--- src/rtl/settings_arbiter.sv ---
// Round-robin arbiter sharing one settings bus (strobe/addr/data) between NREQ
// write requesters, with per-requester burst lock and a programmable post-write gap.
module settings_arbiter #(
  parameter int NREQ = 4,
  parameter int GAP  = 0
) (
  input  logic                 clock,
  input  logic                 reset,
  input  logic [NREQ-1:0]      req,
  input  logic [NREQ-1:0]      lock,
  input  logic [7*NREQ-1:0]    req_addr,
  input  logic [32*NREQ-1:0]   req_data,
  output logic [NREQ-1:0]      ack,
  output logic                 strobe,
  output logic [6:0]           addr,
  output logic [31:0]          data,
  output logic [2:0]           grant_id,
  output logic                 busy
);

  localparam logic [1:0] IDLE  = 2'd0;
  localparam logic [1:0] ISSUE = 2'd1;
  localparam logic [1:0] HOLD  = 2'd2;

  logic [1:0]  state_q, state_d;
  logic [6:0]  addr_q, addr_d;
  logic [31:0] data_q, data_d;
  logic [2:0]  grantId_q, grantId_d;
  logic [2:0]  rr_q, rr_d;
  logic        lockValid_q, lockValid_d;
  logic [2:0]  lockOwner_q, lockOwner_d;
  logic [3:0]  gapCnt_q, gapCnt_d;

  logic [7:0]  reqPad;
  logic [7:0]  lockPad;
  logic [6:0]  addrArr [8];
  logic [31:0] dataArr [8];
  logic        rrFound;
  logic [2:0]  rrWin;
  logic [3:0]  cand;
  logic        ownerWins;

  // Widen the requester buses to 8 slots so a 3-bit index is always legal.
  always_comb begin
    reqPad  = '0;
    lockPad = '0;
    for (int i = 0; i < 8; i++) begin
      addrArr[i] = '0;
      dataArr[i] = '0;
    end
    for (int i = 0; i < NREQ; i++) begin
      reqPad[i]  = req[i];
      lockPad[i] = lock[i];
      addrArr[i] = req_addr[7*i +: 7];
      dataArr[i] = req_data[32*i +: 32];
    end
  end

  always_comb begin
    rrFound = 1'b0;
    rrWin   = '0;
    cand    = '0;
    for (int k = 0; k < NREQ; k++) begin
      cand = {1'b0, rr_q} + 4'(k);
      if (cand >= 4'(NREQ)) cand = cand - 4'(NREQ);
      if (!rrFound && reqPad[cand[2:0]]) begin
        rrFound = 1'b1;
        rrWin   = cand[2:0];
      end
    end
  end

  assign ownerWins = lockValid_q && reqPad[lockOwner_q];

  always_comb begin
    state_d     = state_q;
    addr_d      = addr_q;
    data_d      = data_q;
    grantId_d   = grantId_q;
    rr_d        = rr_q;
    lockValid_d = lockValid_q;
    lockOwner_d = lockOwner_q;
    gapCnt_d    = gapCnt_q;
    case (state_q)
      IDLE: begin
        if (ownerWins) begin
          state_d   = ISSUE;
          grantId_d = lockOwner_q;
          addr_d    = addrArr[lockOwner_q];
          data_d    = dataArr[lockOwner_q];
        end else begin
          // An owner that dropped req loses the lock; round-robin runs this cycle.
          lockValid_d = 1'b0;
          if (rrFound) begin
            state_d   = ISSUE;
            grantId_d = rrWin;
            addr_d    = addrArr[rrWin];
            data_d    = dataArr[rrWin];
            rr_d      = (rrWin == 3'(NREQ-1)) ? 3'd0 : rrWin + 3'd1;
          end
        end
      end
      ISSUE: begin
        lockValid_d = lockPad[grantId_q];
        lockOwner_d = grantId_q;
        if (GAP > 0) begin
          state_d  = HOLD;
          gapCnt_d = 4'(GAP);
        end else begin
          state_d = IDLE;
        end
      end
      HOLD: begin
        if (gapCnt_q <= 4'd1) begin
          state_d  = IDLE;
          gapCnt_d = '0;
        end else begin
          gapCnt_d = gapCnt_q - 4'd1;
        end
      end
      default: state_d = IDLE;
    endcase
  end

  always_ff @(posedge clock or negedge reset) begin
    if (!reset) begin
      state_q     <= IDLE;
      addr_q      <= '0;
      data_q      <= '0;
      grantId_q   <= '0;
      rr_q        <= '0;
      lockValid_q <= 1'b0;
      lockOwner_q <= '0;
      gapCnt_q    <= '0;
    end else begin
      state_q     <= state_d;
      addr_q      <= addr_d;
      data_q      <= data_d;
      grantId_q   <= grantId_d;
      rr_q        <= rr_d;
      lockValid_q <= lockValid_d;
      lockOwner_q <= lockOwner_d;
      gapCnt_q    <= gapCnt_d;
    end
  end

  // Strobe and ack decode straight from state so an async reset kills them at once.
  always_comb begin
    ack = '0;
    for (int i = 0; i < NREQ; i++) begin
      if (state_q == ISSUE && grantId_q == 3'(i)) ack[i] = 1'b1;
    end
  end

  assign strobe   = (state_q == ISSUE);
  assign busy     = (state_q != IDLE);
  assign addr     = addr_q;
  assign data     = data_q;
  assign grant_id = grantId_q;

endmodule

--- config.mk ---
export PLATFORM = sky130hd
export DESIGN_NAME = settings_arbiter
export DESIGN_NICKNAME = d
export VERILOG_FILES = /design/src/rtl/settings_arbiter.sv
export SDC_FILE = /design/constraint.sdc
export NUM_CORES = 1
export LEC_CHECK = 0
export ABC_AREA = 0
export CAP_MARGIN = 20
export CORE_ASPECT_RATIO = 1.2
export CORE_MARGIN = 5
export CORE_UTILIZATION = 25
export CTS_BUF_LIST = sky130_fd_sc_hd__clkbuf_2
export DETAILED_ROUTE_END_ITERATION = 8
export REMOVE_ABC_BUFFERS = 1
export SETUP_SLACK_MARGIN = 0.15
export SLEW_MARGIN = 5
export SYNTH_ARGS = -nofsm -noshare
export SYNTH_HDL_FRONTEND = slang
export SYNTH_SLANG_ARGS = --single-unit
--- constraint.sdc ---
create_clock -name clock -period 4.8 [get_ports clock]
set_clock_uncertainty 0.05 [all_clocks]
set_input_delay 0.48 -clock clock [delete_from_list [all_inputs] [get_ports clock]]
set_output_delay 0.48 -clock clock [all_outputs]
set_load 0.02 [all_outputs]
==> results of run 1 <==
## cells in the final DEF, fill, tap and decap left out, types with 5 or more instances in the layout
master,synthesis,routed
a2111oi_2,22,22
clkdlybuf4s50_1,0,212
a2111oi_1,17,17
dfrtp_1,50,48
mux2_2,5,5
o31ai_1,39,39
a22oi_1,40,40
buf_4,3,13
mux4_2,43,43
clkbuf_2,1,6
and4_1,77,77
a221oi_1,39,39
nor2_1,9,8
inv_1,6,6
nand2_1,6,5
o21ai_0,7,7
## power breakdown
part           internal [W]  leakage [nW]  switching [W]
Sequential         0.000646         0.612       0.000240
Combinational       0.00189          1.94        0.00232
Clock             0.0000911        0.0432       0.000165
Total               0.00263          2.60        0.00273
## final timing paths
| kind | from | endpoint | cells past startpoint |
|---|---|---|---|
| max in group asynchronous | reset | data[18] | 3 |
| setup reg to reg | rr_q[0] | data[27] | 9 |
| setup / recovery | rr_q[0] | data[27] | 9 |
| min in group clock | lockOwner_q[2] | lockOwner_q[2] | 1 |
| hold / removal | reset | addr[5] | 2 |
| hold reg to reg | lockOwner_q[2] | lockOwner_q[2] | 1 |
## flip-flops by register name (all words and copies together), names as in the netlist
| register | count |
|---|---|
| addr | 7 |
| data | 32 |
| grant_id | 3 |
| lockOwner_q | 3 |
| lockValid_q | 1 |
| rr_q | 3 |
| state_q | 1 |
## per-layer routing
layer  wire (µm)  track usage  up-vias
li1            -            -     2450
met2       11600        0.306      323
met5           0            0        -
met1        8350        0.215     2906
met3        1490       0.0225       60
met4         991       0.0876        0
## cell type report
cell class	instances	area (µm²)	area share
Timing Repair Buffer	228	2250	0.297
Tap cell	270	338	0.0445
Sequential cell	50	1250	0.165
Antenna cell	1	2.50	0.000330
Clock buffer	6	30.0	0.00396
Multi-Input combinational cell	351	3650	0.481
Inverter	6	22.5	0.00297
Clock inverter	2	38.8	0.00511
## logic make-up after synthesis
logic type	count (synthesis)	synth area share
AO/OA/AOI/OAI	182	0.306
adder cells (fa/ha/maj)	3	0.00707
buffers and inverters	87	0.0825
flip-flops	50	0.236
multiplexers	53	0.203
AND/OR/NAND/NOR	113	0.166
## worst max-delay path, stage by stage, from the launching register on
cell	delay (ns)
dfrtp_1	0.79
inv_1	0.18
ha_1	0.50
nor4b_1	0.23
o31ai_2	0.32
a21boi_4	0.26
nand3_4	0.51
buf_12	0.41
a2111oi_1	0.43
o31ai_1	0.11
## per-stage QoR
| stage | instances | area, µm² | utilization |
|---|---|---|---|
| finish | 914 | 7590 | 0.362 |
| global route | 914 | 7590 | 0.362 |
| CTS | 913 | 7580 | 0.362 |
| detailed placement | 904 | 7500 | 0.358 |
| global placement | 904 | 7500 | 0.358 |
| floorplan | 407 | 4890 | - |
==> results.md, run 1 <==
- Number of enable-type register cells in the synthesized netlist: 0
- Kind of launch point of the worst setup path: flip-flop
- Number of filler cells placed in the layout: 2,030
- Total grt overflow: 0
- Final routed wire length divided by cell count: 24.5 µm
- Clock Sink Count: 50
- Main synth FF type: dfrtp_1
- Worst Path Class, Setup: flip-flop to flip-flop
- Netlist area before placement: 0.00531 mm²
- Htree depth: 2
- Endpoint class of the critical path: flip-flop
- Clock root buffer master: clkbuf_2
- Share of the synthesized area in the top cell type: 0.236
- Net total in the final layout: 811
- Final setup violating endpoints: 0
- Average vias per placed instance: 6.28
- DIE AREA: 0.0243 mm²
- HP Class: input pin to asynchronous set/reset pin
- Tcrit/Tclk final: 0.820
- First-pass GRT wire length: 34,300 µm
- Hold buffer count at CTS: 1
- Timing-limited maximum frequency: 254 MHz
- Result of the run: finished clean
- Horiz. Die Dim: 143 µm
- Total CTS buffers: 5
- Transition at the pin with the smallest max-transition slack: 1.06 ns
- Fraction of layout cells with a size suffix above 1: 0.171
- Die height: 170 µm
- Dpl hpwl: 14,900 µm
- Top-count cell post-synth: and4_1
- Area delta synth->final: 42.9%
- Top area cells in the synthesized netlist: dfrtp_1 (24%), mux4_2 (18%), and4_1 (13%)
- Max-capacitance violation count: 0
- Post-Synthesis Mean Instance Area: 10.9 µm²
- TritonCTS clock tree: yes
- Antenna violations before repair: 1
- Total power density per cell area: 706 mW/mm²
- Number of gates resized after cts: 0
- Count of endpoints failing hold in the final timing report: 0
- Initial core utilization: 0.253
- Setup ws final: 0.864 ns
- Data arrival time of the worst path: 4.23 ns
- Synth Register Bits: 50
- Std-Cell Rows: 58
- Sequential cell area fraction in the yosys report: 0.236
- GP Congestion: 0.806
- Drt first pass iters: 5
- Via count of the first global-routing pass: 6,102
- Maximum number of pins on one net before global-route repair: 79
- Worst-skew pair later-pin latency: 0.48 ns
- I/O pin total: 214
- Share of synthesized registers carrying an async set or reset: 1.00
- Register-to-register setup slack: 0.86 ns
- Final-layout worst hold slack: 0.406 ns
- Drt total wl: 22,400 µm
- Bufs on Longest Clock Path: 2
- Unrepaired setup endpoints after global routing: no
- Minimum clock period after layout: 3.94 ns
- Synth Instances: 488
- Static power due to leakage: 2.60 nW
- Worst slew margin: 0.296
- Antenna-violating nets left: 0
- CP max FO: 44
- Buffer count from post-CTS setup fixing: 0
- Total of buffers placed on input and output ports: 213
- Clock transition at path regs: 0.35 ns
- Count of yosys warnings during synthesis: 0
- Post-placement setup slack: 0.938 ns
- Core region area: 0.0210 mm²
- Maximum ir drop on the vdd rail: 0.385 mV
- Count of cell types in the netlist: 47
- Initial drt markers: 446
- DRC Markers: 0
- Worst EP required: 5.10 ns
- Post-layout power: 0.00535 W
- Most area-hungry cell type in the Yosys netlist: dfrtp_1
- All-layer global routing usage: 0.177
- Most numerous cell types in the synthesized netlist: and4_1 (77), dfrtp_1 (50), clkbuf_1 (44), mux4_2 (43), a22oi_1 (40)
- Setup TNS after final layout: 0 ns
- Total via count after detailed routing: 5,739
- Number of pins exceeding their max-slew limit in the final report: 0
(Power assumes the default switching activity.)
==> run 2, diff against run 1 <==
clock period = 4.1 ns   (was 4.8 ns; I/O delays follow)
==> results.md, run 2 (synthesis results as in run 1) <==
- Final routed wire length divided by cell count: 24.9 µm
- All-layer global routing usage: 0.180
- Result of the run: finished clean
- DIE AREA: 0.0243 mm²
- Worst Path Class, Setup: flip-flop to flip-flop
- Antenna violations before repair: 2
- Initial drt markers: 479
- Total via count after detailed routing: 5,712
- Final-layout worst hold slack: 0.511 ns
- Instance count after placement with tap cells included: 912
- Timing-limited maximum frequency: 294 MHz
- Clock root buffer master: clkbuf_2
- CP max FO: 34
- Top library cells by usage in the layout, fill and taps aside: clkdlybuf4s50_1 (212), and4_1 (77), dfrtp_1 (48), mux4_2 (43), a22oi_1 (40)
- Tcrit/Tclk final: 0.830
- Area delta synth->final: 45.3%
- TritonCTS clock tree: yes
- Core region area: 0.0210 mm²
- Net total in the final layout: 819
- Die height: 170 µm
- Std-Cell Rows: 58
- Clock Sink Count: 50
- Buffer count from post-CTS setup fixing: 0
- Internal power component: 0.00319 W
- Initial core utilization: 0.253
- Total of buffers placed on input and output ports: 213
- Maximum number of pins on one net before global-route repair: 51
- Unrepaired setup endpoints after global routing: no
- Number of pins exceeding their max-slew limit in the final report: 0
- Total grt overflow: 0
- Minimum clock period after layout: 3.40 ns
- Kind of launch point of the worst setup path: flip-flop
- Drt first pass iters: 5
- Max FFs per register: 32
- Clock share of power: 0.046
- Most common library cell in the layout ignoring fill and taps: clkdlybuf4s50_1
- Number of filler cells placed in the layout: 2,032
- Final setup violating endpoints: 0
- HP Class: flip-flop to flip-flop
- Total power density per cell area: 838 mW/mm²
- Total CTS buffers: 5
- Horiz. Die Dim: 143 µm
- Htree depth: 2
- Drt total wl: 23,000 µm
- Worst-skew pair later-pin latency: 0.47 ns
- Transition at the pin with the smallest max-transition slack: 0.751 ns
- Dpl hpwl: 15,800 µm
- First-pass GRT wire length: 34,600 µm
- Data arrival time of the worst path: 3.77 ns
- Count of non-filler cells in the finished layout: 923
- Via count of the first global-routing pass: 6,219
- DRC Markers: 0
- Worst EP required: 4.46 ns
- Average vias per placed instance: 6.19
- Antenna-violating nets left: 0
- Max-capacitance violation count: 0
- Static power due to leakage: 2.65 nW
- Net switching share of the total power: 0.506
- Utilization after layout: 0.368
- Register-to-register setup slack: 0.70 ns
- Bufs on Longest Clock Path: 2
- Combinational power share: 0.800
- Endpoint class of the critical path: flip-flop
- Count of endpoints failing hold in the final timing report: 0
- GP Congestion: 0.856
- Share of total power in sequential cells: 0.154
- Clock transition at path regs: 0.31 ns
- I/O pin total: 214
- Switching power of the nets: 0.00327 W
- Worst slew margin: 0.499
- Maximum ir drop on the vdd rail: 0.555 mV
- Fraction of layout cells with a size suffix above 1: 0.181
==> run 2: changes by cell type in the layout (fill, tap and decap cells not counted) <==
cell        change
clkinvlp_4      +2
clkinv_4        -1
clkbuf_2        -1
buf_12          +5
diode_2         +1
buf_4           +3
==> run 2: worst max-delay path, cell delays in order, from the launching register on <==
cell and delay [ns]:
dfrtp_1 0.42, inv_1 0.08, ha_1 0.55, mux2i_1 0.15, or4_2 1.01, nand3_4 0.22
buf_4 0.41, a221oi_1 0.16, o31ai_1 0.28
==> run 2: layout make-up <==
class / instances / area, µm² / share of cell area
antenna: 2 / 5.00 / 0.000649
tap: 270 / 338 / 0.0438
sequential: 50 / 1250 / 0.163
clock buffer: 5 / 25.0 / 0.00324
multi-input combinational: 351 / 3650 / 0.473
clock inverter: 3 / 45.0 / 0.00584
inverter: 6 / 22.5 / 0.00292
timing repair buffer: 236 / 2380 / 0.308
==> run 2: stage by stage <==
stage / instance area [µm²] / power (W) / TNS (ns) / setup WS [ns]
after floorplan: 4890 / 0.00419 / -19.34 / -0.607
after global placement: 7630 / 0.00598 / 0 / 0.605
after detailed placement: 7630 / 0.00614 / 0 / 0.465
after CTS: 7710 / 0.00646 / 0 / 0.775
after global routing: 7710 / 0.00685 / 0 / 0.537
final: 7710 / 0.00646 / 0 / 0.698
==> run 2: power by group through the flow <==
stage                     sequential, W  clock [W]  combinational (W)
after floorplan                 0.00131          0            0.00288
after global placement          0.00101          0            0.00498
after detailed placement        0.00101          0            0.00513
after CTS                       0.00100   0.000306            0.00515
after global routing            0.00103   0.000313            0.00551
final                          0.000995   0.000294            0.00517
==> run 2: final timing paths <==
path / startpoint / end / depth (start not counted)
setup reg to reg: rr_q[0] / addr[6] / 8
hold reg to reg: data[0] / data[0] / 2
setup / recovery: rr_q[0] / addr[6] / 8
max in group asynchronous: reset / lockOwner_q[1] / 3
hold / removal: data[0] / data[0] / 2
min in group asynchronous: reset / data[17] / 3
==> run 2: per-layer routing <==
| metal | up-vias | part of all wire | global-route usage |
|---|---|---|---|
| met5 | - | 0 | 0 |
| met3 | 56 | 0.056 | 0.0240 |
| met4 | 0 | 0.033 | 0.0798 |
| met1 | 2903 | 0.38 | 0.214 |
| li1 | 2460 | - | - |
| met2 | 293 | 0.53 | 0.320 |
==> run 2: what timing repair did <==
action                                 CTS  global route
hold buffers                             1             0
resized for setup                        0             0
endpoints found under the hold margin   39             0
==> run 3, diff against run 2 <==
clock period = 3.3 ns   (was 4.1 ns; I/O delays follow)
==> results.md, run 3 (synthesis results as in run 1) <==
- Initial core utilization: 0.253
- Maximum ir drop on the vdd rail: 0.522 mV
- Worst slew margin: 0.497
- Transition at the pin with the smallest max-transition slack: 0.755 ns
- Kind of launch point of the worst setup path: flip-flop
- TritonCTS clock tree: yes
- Utilization after layout: 0.371
- Total CTS buffers: 5
- Critical-path cell list: inv_1 -> ha_2 -> mux2i_1 -> or4_2 -> buf_4 -> and4_1 -> a2111oi_1 -> o31ai_1
- Clock root buffer master: clkbuf_2
- DIE AREA: 0.0243 mm²
- Count of endpoints failing hold in the final timing report: 0
- Dpl hpwl: 15,800 µm
- Std-Cell Rows: 58
- Via count of the first global-routing pass: 6,108
- Share of total power in sequential cells: 0.156
- Cell area reported after detailed placement: 0.00768 mm²
- Minimum clock period after layout: 2.95 ns
- Initial drt markers: 424
- Multi-input gate area: 0.00366 mm²
- Total non-filler cell area in the finished layout: 0.00779 mm²
- First-pass GRT wire length: 34,600 µm
- Result of the run: finished clean
- Total grt overflow: 0
- Post-layout power: 0.00813 W
- Worst Path Class, Setup: flip-flop to flip-flop
- Combinational power share: 0.798
- Endpoint class of the critical path: flip-flop
- Max FFs per register: 32
- Unrepaired setup endpoints after global routing: no
- Clock share of power: 0.046
- Number of pins exceeding their max-slew limit in the final report: 0
- Average vias per placed instance: 6.20
- I/O pin total: 214
- Bufs on Longest Clock Path: 2
- Cell with the largest stage delay on the worst path: or4_2
- Final routed wire length divided by cell count: 24.2 µm
- Data arrival time of the worst path: 3.30 ns
- Fraction of layout cells with a size suffix above 1: 0.197
- Maximum single-stage delay on the critical path: 0.72 ns
- Internal power component: 0.00406 W
- Family of cells with the greatest summed delay on the critical path: simple AND/OR/NAND/NOR gates
- HP Class: input pin to asynchronous set/reset pin
- Htree depth: 2
- Switching power of the nets: 0.00406 W
- CP max FO: 28
- Max-capacitance violation count: 0
- DRC Markers: 0
- Number of filler cells placed in the layout: 2,058
- Maximum number of pins on one net before global-route repair: 49
- Horiz. Die Dim: 143 µm
- Total power density per cell area: 1040 mW/mm²
- Drt total wl: 22,500 µm
- Final setup violating endpoints: 0
- Timing-limited maximum frequency: 339 MHz
- Area delta synth->final: 46.7%
- Total of buffers placed on input and output ports: 213
- Buf/Inv on CP: 2
- Core region area: 0.0210 mm²
- Top library cells by usage in the layout, fill and taps aside: clkdlybuf4s50_1 (212), and4_1 (77), dfrtp_1 (48), mux4_2 (43), a22oi_1 (40)
- Setup TNS after final layout: 0 ns
- Most common library cell in the layout ignoring fill and taps: clkdlybuf4s50_1
- Antenna violations before repair: 1
- Total via count after detailed routing: 5,772
- Die height: 170 µm
- Clock Sink Count: 50
- Instance count after placement with tap cells included: 921
- Drt first pass iters: 5
- Antenna-violating nets left: 0
- Tcrit/Tclk final: 0.894
- Net switching share of the total power: 0.500
- Area taken by flip-flops and latches: 0.00125 mm²
- Clock transition at path regs: 0.31 ns
- Count of non-filler cells in the finished layout: 931
- Net total in the final layout: 828
- Static power due to leakage: 2.70 nW
- All-layer global routing usage: 0.178
- Worst-skew pair later-pin latency: 0.47 ns
- Worst EP required: 3.65 ns
- GP Congestion: 0.837
-- run 3: area by class of cell --
cell class,count,area share
Inverter,6,0.00289
Clock inverter,3,0.00578
Clock buffer,5,0.00321
Timing Repair Buffer,245,0.313
Tap cell,270,0.0434
Antenna cell,1,0.000321
Sequential cell,50,0.161
Multi-Input combinational cell,351,0.470
-- run 3: repair_timing --
action | CTS | global route
hold buffers | 1 | 0
endpoints found under the setup margin | 3 | 17
resized for setup | 1 | 5
setup buffers | 0 | 0
endpoints found under the hold margin | 28 | 0
-- run 3: through the flow --
| step | setup WS [ns] | hold slack [ns] |
|---|---|---|
| 2_1_floorplan | -1.41 | -0.0156 |
| 3_3_place_gp | 0.166 | 0.375 |
| 3_5_place_dp | 0.0443 | 0.390 |
| 4_1_cts | 0.226 | 0.340 |
| 5_1_grt | 0.169 | 0.383 |
| 6_report | 0.350 | 0.347 |
-- run 3: worst paths after layout --
| kind | from | endpoint | slack, ns | cells past startpoint |
|---|---|---|---|---|
| max reg2reg | rr_q[0] | data[23] | 0.35 | 8 |
| min reg2reg | lockOwner_q[2] | lockOwner_q[2] | 0.49 | 1 |
| min in group clock | lockOwner_q[2] | lockOwner_q[2] | 0.49 | 1 |
| max in group asynchronous | reset | addr[5] | 2.02 | 3 |
| min | reset | data[4] | 0.35 | 2 |
| max | rr_q[0] | data[23] | 0.35 | 8 |
-- run 3: metal layers --
layer	up-vias	GRT usage	wire length, µm
met1	2919	0.226	8880
met3	57	0.0186	1380
met4	0	0.0707	697
met2	310	0.310	11500
li1	2486	-	-
met5	-	0	0
-- run 3: power groups by stage --
stage / combinational [W] / sequential [W] / clock, W
5_1_grt: 0.00696 / 0.00132 / 0.000401
3_3_place_gp: 0.00625 / 0.00128 / 0
4_1_cts: 0.00644 / 0.00128 / 0.000390
3_5_place_dp: 0.00641 / 0.00129 / 0
2_1_floorplan: 0.00358 / 0.00163 / 0
6_report: 0.00649 / 0.00127 / 0.000371
